--- config.mk ---
export PLATFORM = sky130hd
export DESIGN_NAME = arith_pipe_flat
export DESIGN_NICKNAME = d
export VERILOG_FILES = /design/src/rtl/arith_pipe_if.sv /design/src/rtl/arith_pipe.sv /design/src/flat_wrapper.sv
export SDC_FILE = /design/constraint.sdc
export NUM_CORES = 2
export LEC_CHECK = 0
export ABC_AREA = 0
export CORE_UTILIZATION = 55
export CTS_CLUSTER_DIAMETER = 120
export DETAILED_ROUTE_END_ITERATION = 12
export PLACE_DENSITY = 0.71
export SLEW_MARGIN = 40
export SYNTH_ARGS = -nofsm -noshare
export SYNTH_HDL_FRONTEND = slang
export SYNTH_SLANG_ARGS = --single-unit
--- constraint.sdc ---
create_clock -name clock -period 111.7 [get_ports clock]
set_input_delay 16.755 -clock clock [delete_from_list [all_inputs] [get_ports clock]]
set_output_delay 16.755 -clock clock [all_outputs]
set_load 0.02 [all_outputs]
--- src/rtl/arith_pipe_if.sv ---
// arith_pipe_if: instruction, writeback and debug-read signals of arith_pipe.
interface arith_pipe_if #(parameter int WIDTH = 32);
    logic             inst_valid;
    logic [31:0]      inst;
    logic             inst_ready;
    logic             wb_valid;
    logic [4:0]       wb_addr;
    logic [WIDTH-1:0] wb_data;
    logic             except;
    logic [4:0]       dbg_addr;
    logic [WIDTH-1:0] dbg_data;
    modport master (output inst_valid, inst, dbg_addr,
                    input inst_ready, wb_valid, wb_addr, wb_data, except, dbg_data);
    modport slave  (input inst_valid, inst, dbg_addr,
                    output inst_ready, wb_valid, wb_addr, wb_data, except, dbg_data);
endinterface

--- src/rtl/arith_pipe.sv ---
// arith_pipe: 2-stage MIPS-subset ALU pipeline with a 32-entry register file,
// E-stage bypass and a sticky exception that halts on bad opcodes or trapped overflow.
module arith_pipe #(
    parameter int WIDTH       = 32,
    parameter bit TRAP_ON_OVF = 1'b0
) (
    input logic        clock,
    input logic        reset,
    arith_pipe_if.slave bus
);
    typedef enum logic [2:0] {ALU_ADD, ALU_SUB, ALU_AND, ALU_OR, ALU_XOR, ALU_NOR} alu_t;

    logic [WIDTH-1:0] regs [32];
    logic             e_valid, e_bad, e_arith, e_ovf, e_fault, e_wr, accept;
    alu_t             e_alu, d_alu;
    logic [4:0]       e_dst, d_dst, rs, rt, rd;
    logic [WIDTH-1:0] e_a, e_b, e_res, rs_val, rt_val, d_a, d_b;
    logic [5:0]       opc, fn;
    logic [15:0]      imm;
    logic             d_bad, d_arith;

    assign opc = bus.inst[31:26];
    assign rs  = bus.inst[25:21];
    assign rt  = bus.inst[20:16];
    assign rd  = bus.inst[15:11];
    assign fn  = bus.inst[5:0];
    assign imm = bus.inst[15:0];

    always_comb begin
        e_res = e_alu == ALU_ADD ? e_a + e_b :
                e_alu == ALU_SUB ? e_a - e_b :
                e_alu == ALU_AND ? e_a & e_b :
                e_alu == ALU_OR  ? e_a | e_b :
                e_alu == ALU_XOR ? e_a ^ e_b : ~(e_a | e_b);
        // Signed overflow: operands agree in sign (add) or differ (sub) and the result flips
        e_ovf = e_arith &&
                ((e_alu == ALU_SUB) ? (e_a[WIDTH-1] != e_b[WIDTH-1]) : (e_a[WIDTH-1] == e_b[WIDTH-1])) &&
                (e_res[WIDTH-1] != e_a[WIDTH-1]);
        e_fault = e_valid && (e_bad || (TRAP_ON_OVF && e_ovf));
        e_wr = e_valid && !e_fault;
        bus.inst_ready = !reset && !bus.except && !e_fault;
        accept = bus.inst_valid && bus.inst_ready;
        rs_val = rs == 5'd0 ? '0 : (e_wr && e_dst == rs) ? e_res : regs[rs];
        rt_val = rt == 5'd0 ? '0 : (e_wr && e_dst == rt) ? e_res : regs[rt];
        bus.dbg_data = bus.dbg_addr == 5'd0 ? '0 : regs[bus.dbg_addr];
    end

    always_comb begin
        d_bad   = 1'b0;
        d_arith = 1'b0;
        d_alu   = ALU_OR;
        d_dst   = rt;
        d_a     = rs_val;
        d_b     = WIDTH'(imm);
        case (opc)
            6'h00: begin
                d_dst = rd;
                d_b   = rt_val;
                case (fn)
                    6'h20: begin d_alu = ALU_ADD; d_arith = 1'b1; end
                    6'h22: begin d_alu = ALU_SUB; d_arith = 1'b1; end
                    6'h24: d_alu = ALU_AND;
                    6'h25: d_alu = ALU_OR;
                    6'h26: d_alu = ALU_XOR;
                    6'h27: d_alu = ALU_NOR;
                    default: d_bad = 1'b1;
                endcase
            end
            6'h08: begin d_alu = ALU_ADD; d_arith = 1'b1; d_b = WIDTH'($signed(imm)); end
            6'h0C: d_alu = ALU_AND;
            6'h0D: d_alu = ALU_OR;
            6'h0E: d_alu = ALU_XOR;
            6'h0F: begin d_a = '0; d_b = WIDTH'($signed({imm, 16'h0000})); end
            default: d_bad = 1'b1;
        endcase
    end

    always_ff @(posedge clock or posedge reset) begin
        if (reset) begin
            for (int i = 0; i < 32; i++) regs[i] <= '0;
            e_valid      <= 1'b0;
            e_bad        <= 1'b0;
            e_arith      <= 1'b0;
            e_alu        <= ALU_ADD;
            e_dst        <= '0;
            e_a          <= '0;
            e_b          <= '0;
            bus.wb_valid <= 1'b0;
            bus.wb_addr  <= '0;
            bus.wb_data  <= '0;
            bus.except   <= 1'b0;
        end else begin
            bus.wb_valid <= e_wr;
            if (e_wr) begin
                bus.wb_addr <= e_dst;
                bus.wb_data <= e_res;
                if (e_dst != 5'd0) regs[e_dst] <= e_res;
            end
            if (e_fault) bus.except <= 1'b1;
            e_valid <= accept;
            if (accept) begin
                e_bad   <= d_bad;
                e_arith <= d_arith;
                e_alu   <= d_alu;
                e_dst   <= d_dst;
                e_a     <= d_a;
                e_b     <= d_b;
            end
        end
    end
endmodule

--- src/flat_wrapper.sv ---
// flat-port wrapper written by rule: the top's interface ports become plain ports
module arith_pipe_flat 
#(
    parameter int WIDTH       = 32,
    parameter bit TRAP_ON_OVF = 1'b0
)
  (clock, reset, bus_inst_valid, bus_inst, bus_dbg_addr, bus_inst_ready, bus_wb_valid, bus_wb_addr, bus_wb_data, bus_except, bus_dbg_data);
  arith_pipe_if #(.WIDTH(WIDTH)) bus_i ();
  input logic clock;
  input logic reset;
  input wire logic [$bits(bus_i.inst_valid)-1:0] bus_inst_valid;
  input wire logic [$bits(bus_i.inst)-1:0] bus_inst;
  input wire logic [$bits(bus_i.dbg_addr)-1:0] bus_dbg_addr;
  output wire logic [$bits(bus_i.inst_ready)-1:0] bus_inst_ready;
  output wire logic [$bits(bus_i.wb_valid)-1:0] bus_wb_valid;
  output wire logic [$bits(bus_i.wb_addr)-1:0] bus_wb_addr;
  output wire logic [$bits(bus_i.wb_data)-1:0] bus_wb_data;
  output wire logic [$bits(bus_i.except)-1:0] bus_except;
  output wire logic [$bits(bus_i.dbg_data)-1:0] bus_dbg_data;
  assign bus_i.inst_valid = bus_inst_valid;
  assign bus_i.inst = bus_inst;
  assign bus_i.dbg_addr = bus_dbg_addr;
  assign bus_inst_ready = bus_i.inst_ready;
  assign bus_wb_valid = bus_i.wb_valid;
  assign bus_wb_addr = bus_i.wb_addr;
  assign bus_wb_data = bus_i.wb_data;
  assign bus_except = bus_i.except;
  assign bus_dbg_data = bus_i.dbg_data;
  arith_pipe #(.WIDTH(WIDTH), .TRAP_ON_OVF(TRAP_ON_OVF)) u_core (.clock(clock), .reset(reset), .bus(bus_i));
endmodule
==> impl_metrics.ini <==
[synthesis]
ys_warn_count = 0
async_flop_share = 1.00
synthesis.area_mm2 = 0.0711
yosysSeqAreaShare = 0.400
ys.flop_type = dfrtp_1
syn_area_per_cell_um2 = 11.1
ys_ff_latch = 1137
syn_inst = 6422
synth_fp_nets = 6559
synth_edf_count = 0
netlist-cell-type-count = 89

[layout]
area.growth.synth_to_final_pct = 9.31
seq_area_mm2 = 0.0285
layout_commonest_cell = dfrtp_1
drive_above_1_share = 0.234
nFillCells = 9898
multi_input_area_mm2 = 0.0401
nets = 6254
final_util = 0.608
layout_common_cells = dfrtp_1 (1134), nand2_1 (1082), o21ai_0 (1064)

[global_route]
grt_max_degree = 159
antenna_found_initial = 17
grt_use_met2 = 0.547
overflow = 0
grt_pass1_wl_um = 373000
grt_usage = 0.385
grt_use_met1 = 0.522
grt_pass1_vias = 55900
use_met3 = 0.134
busiest_layer = met2

[critical_path]
critPathMaxFanout = 66
crit_slowest_cell = mux2i_1
cp.required_ps = 94940
critPathKind = in -> out
crit_arrival_ps = 21110
cpPeakStageDelay_ps = 680
start_kind = primary input
crit_top_cell = mux4_2
endpoint_kind = primary output
crit_chain = buf_8, buf_12, buf_16, buf_6, mux4_2, mux4_2, mux2i_1, nor2_1, clkdlybuf4s50_1

[route]
postRouteAntennaNets = 0
drtIter0Drc = 8900
routedWlPerCell_um = 31.4
wirelength_um = 249000
first_pass_iters = 8
dr_total_vias = 57700
drc_errors = 0
vias_per_cell = 7.26

[clock_network]
cts_tree = yes
cts_resized = 0
clock_latency_ps = 770
root_buffer = clkbuf_16
htree_levels = 3
clk_pin_slew_ps = 60
cts_hold_buffers = 0
cts_inserted_buffers = 118
clockBufferDepth = 3
cts_sinks = 1137
post_cts_buffers = 0

[floorplan]
start_util = 0.556
dieArea_mm2 = 0.131
die_h_um = 362
rows = 131
core_area_mm2 = 0.128
io-pin-count = 112
die_w_um = 362

[power_and_ir_drop]
p_per_area_mw_per_mm2 = 22.1
p_total_w = 0.00172
power.leakage_nw = 32.5
irDropWorstVdd_uv = 20.1

[place]
gp_congestion = 0.943
dp_hpwl_um = 148000
numPortBuffers = 111

[outcome]
status = finished clean

[timing]
period_needed_ps = 37870
hold_viol = 0
drv_slew = 0
worst_pin_slew_ps = 926
fmax_mhz = 26.4
skew_ps = 42.3
fin_crit_sh = 0.339
finalSetupViolCount = 0
rsz0062_at_grt = no
fin_hold_ws_ps = 416
slew_headroom = 0.365
setup_tns_ps = 0

[job]
cap_violations = 0

[worst_hold_path]
holdCritPathClass = reg -> reg
## per-layer routing
metal,wire [um],vias to the layer above,share of wire
li1,-,23300,-
met1,89800,28900,0.36
met2,106000,4524,0.43
met3,37800,932,0.15
met4,15400,20,0.062
met5,171,-,0.00069
## layout make-up
cell class,instances,share of cell area
Tap cell,1729,0.0278
Sequential cell,1137,0.366
Timing Repair Buffer,255,0.0336
Multi-Input combinational cell,4506,0.515
Clock buffer,160,0.0429
Clock inverter,58,0.00935
Inverter,99,0.00494
Antenna cell,3,0.0000965
## worst max-delay path, delay by kind of cell
kind	cells	cell delay (ps)
buffers and inverters	5	2410
AND/OR/NAND/NOR	1	80
multiplexers	3	1740
## power by group
group          total [W]  switching, W  leakage, nW  internal (W)
logic           0.000689      0.000428         14.9      0.000261
clock network   0.000419      0.000180         1.99      0.000239
registers       0.000608      0.000105         15.7      0.000503
total            0.00172      0.000712         32.5       0.00100
## path summary, 6_finish.rpt
path                                                from                       endpoint  slack (ps)  depth (start not counted)
hold / removal             u_core.regs[1013]$_DFFE_PP0P_  u_core.regs[1013]$_DFFE_PP0P_         420                          0
setup reg to reg               u_core.e_b[1]$_DFFE_PP0P_     u_core.e_b[11]$_DFFE_PP0P_      107540                         13
min in group asynchronous                          reset  u_core.bus.except$_DFFE_PP0P_       16540                          2
hold reg to reg            u_core.regs[1013]$_DFFE_PP0P_  u_core.regs[1013]$_DFFE_PP0P_         420                          0
max in group asynchronous                          reset   u_core.regs[454]$_DFFE_PP0P_       92670                          5
setup / recovery                         bus_dbg_addr[0]               bus_dbg_data[14]       73830                          9
## sequential cells by signal (all words and copies together), names as in the netlist
signal and flops:
u_core.regs 1024, u_core.e_valid 1, u_core.e_alu 3, u_core.e_dst 5, u_core.bus.wb_valid 1, u_core.bus.wb_addr 5
u_core.e_a 32, u_core.bus.except 1, u_core.e_b 32, u_core.e_bad 1, u_core.bus.wb_data 32
## kinds of logic after synthesis
group,after synthesis,synth area share
compound gates,1700,0.137
xor+xnor,34,0.00419
fa+ha+maj,97,0.0173
buf+inv,779,0.0446
flops,1137,0.400
mux,1200,0.313
simple gates,1475,0.0833
## synth_stat cells (10+ instances only)
master,number,share of area
o21ai_0,1070,0.075
dfrtp_1,1137,0.40
nor3_1,26,0.0018
o211ai_1,56,0.0059
buf_1,66,0.0035
clkbuf_1,478,0.025
clkbuf_2,12,0.00084
nand3_1,27,0.0019
a21oi_1,180,0.013
ha_1,95,0.017
o21bai_1,10,0.0011
a31oi_1,12,0.0011
xor2_1,11,0.0014
nor4_1,10,0.00088
a22oi_1,62,0.0065
o22ai_1,18,0.0016
nor2_1,214,0.011
nor2b_1,17,0.0015
a21o_1,18,0.0019
inv_1,97,0.0051
mux2_2,181,0.029
o21a_1,10,0.0011
xnor2_1,23,0.0028
mux4_2,804,0.25
nand2b_1,16,0.0014
o21ai_1,57,0.0040
buf_2,96,0.0068
a221oi_1,81,0.010
a211oi_1,24,0.0025
nand2_1,1111,0.059
buf_4,25,0.0026
mux2i_1,214,0.030
a22o_1,16,0.0020
## through the flow
| stage | cell area (um2) | instances | setup WS (ps) |
|---|---|---|---|
| floorplan | 71100 | 6422 | 62920 |
| global placement | 73100 | 7712 | 73720 |
| detailed placement | 73500 | 7719 | 73610 |
| CTS | 77500 | 7937 | 73620 |
| global route | 77800 | 7945 | 73560 |
| finish | 77800 | 7947 | 73830 |
No activity file was read; power rests on OpenSTA's default activity.
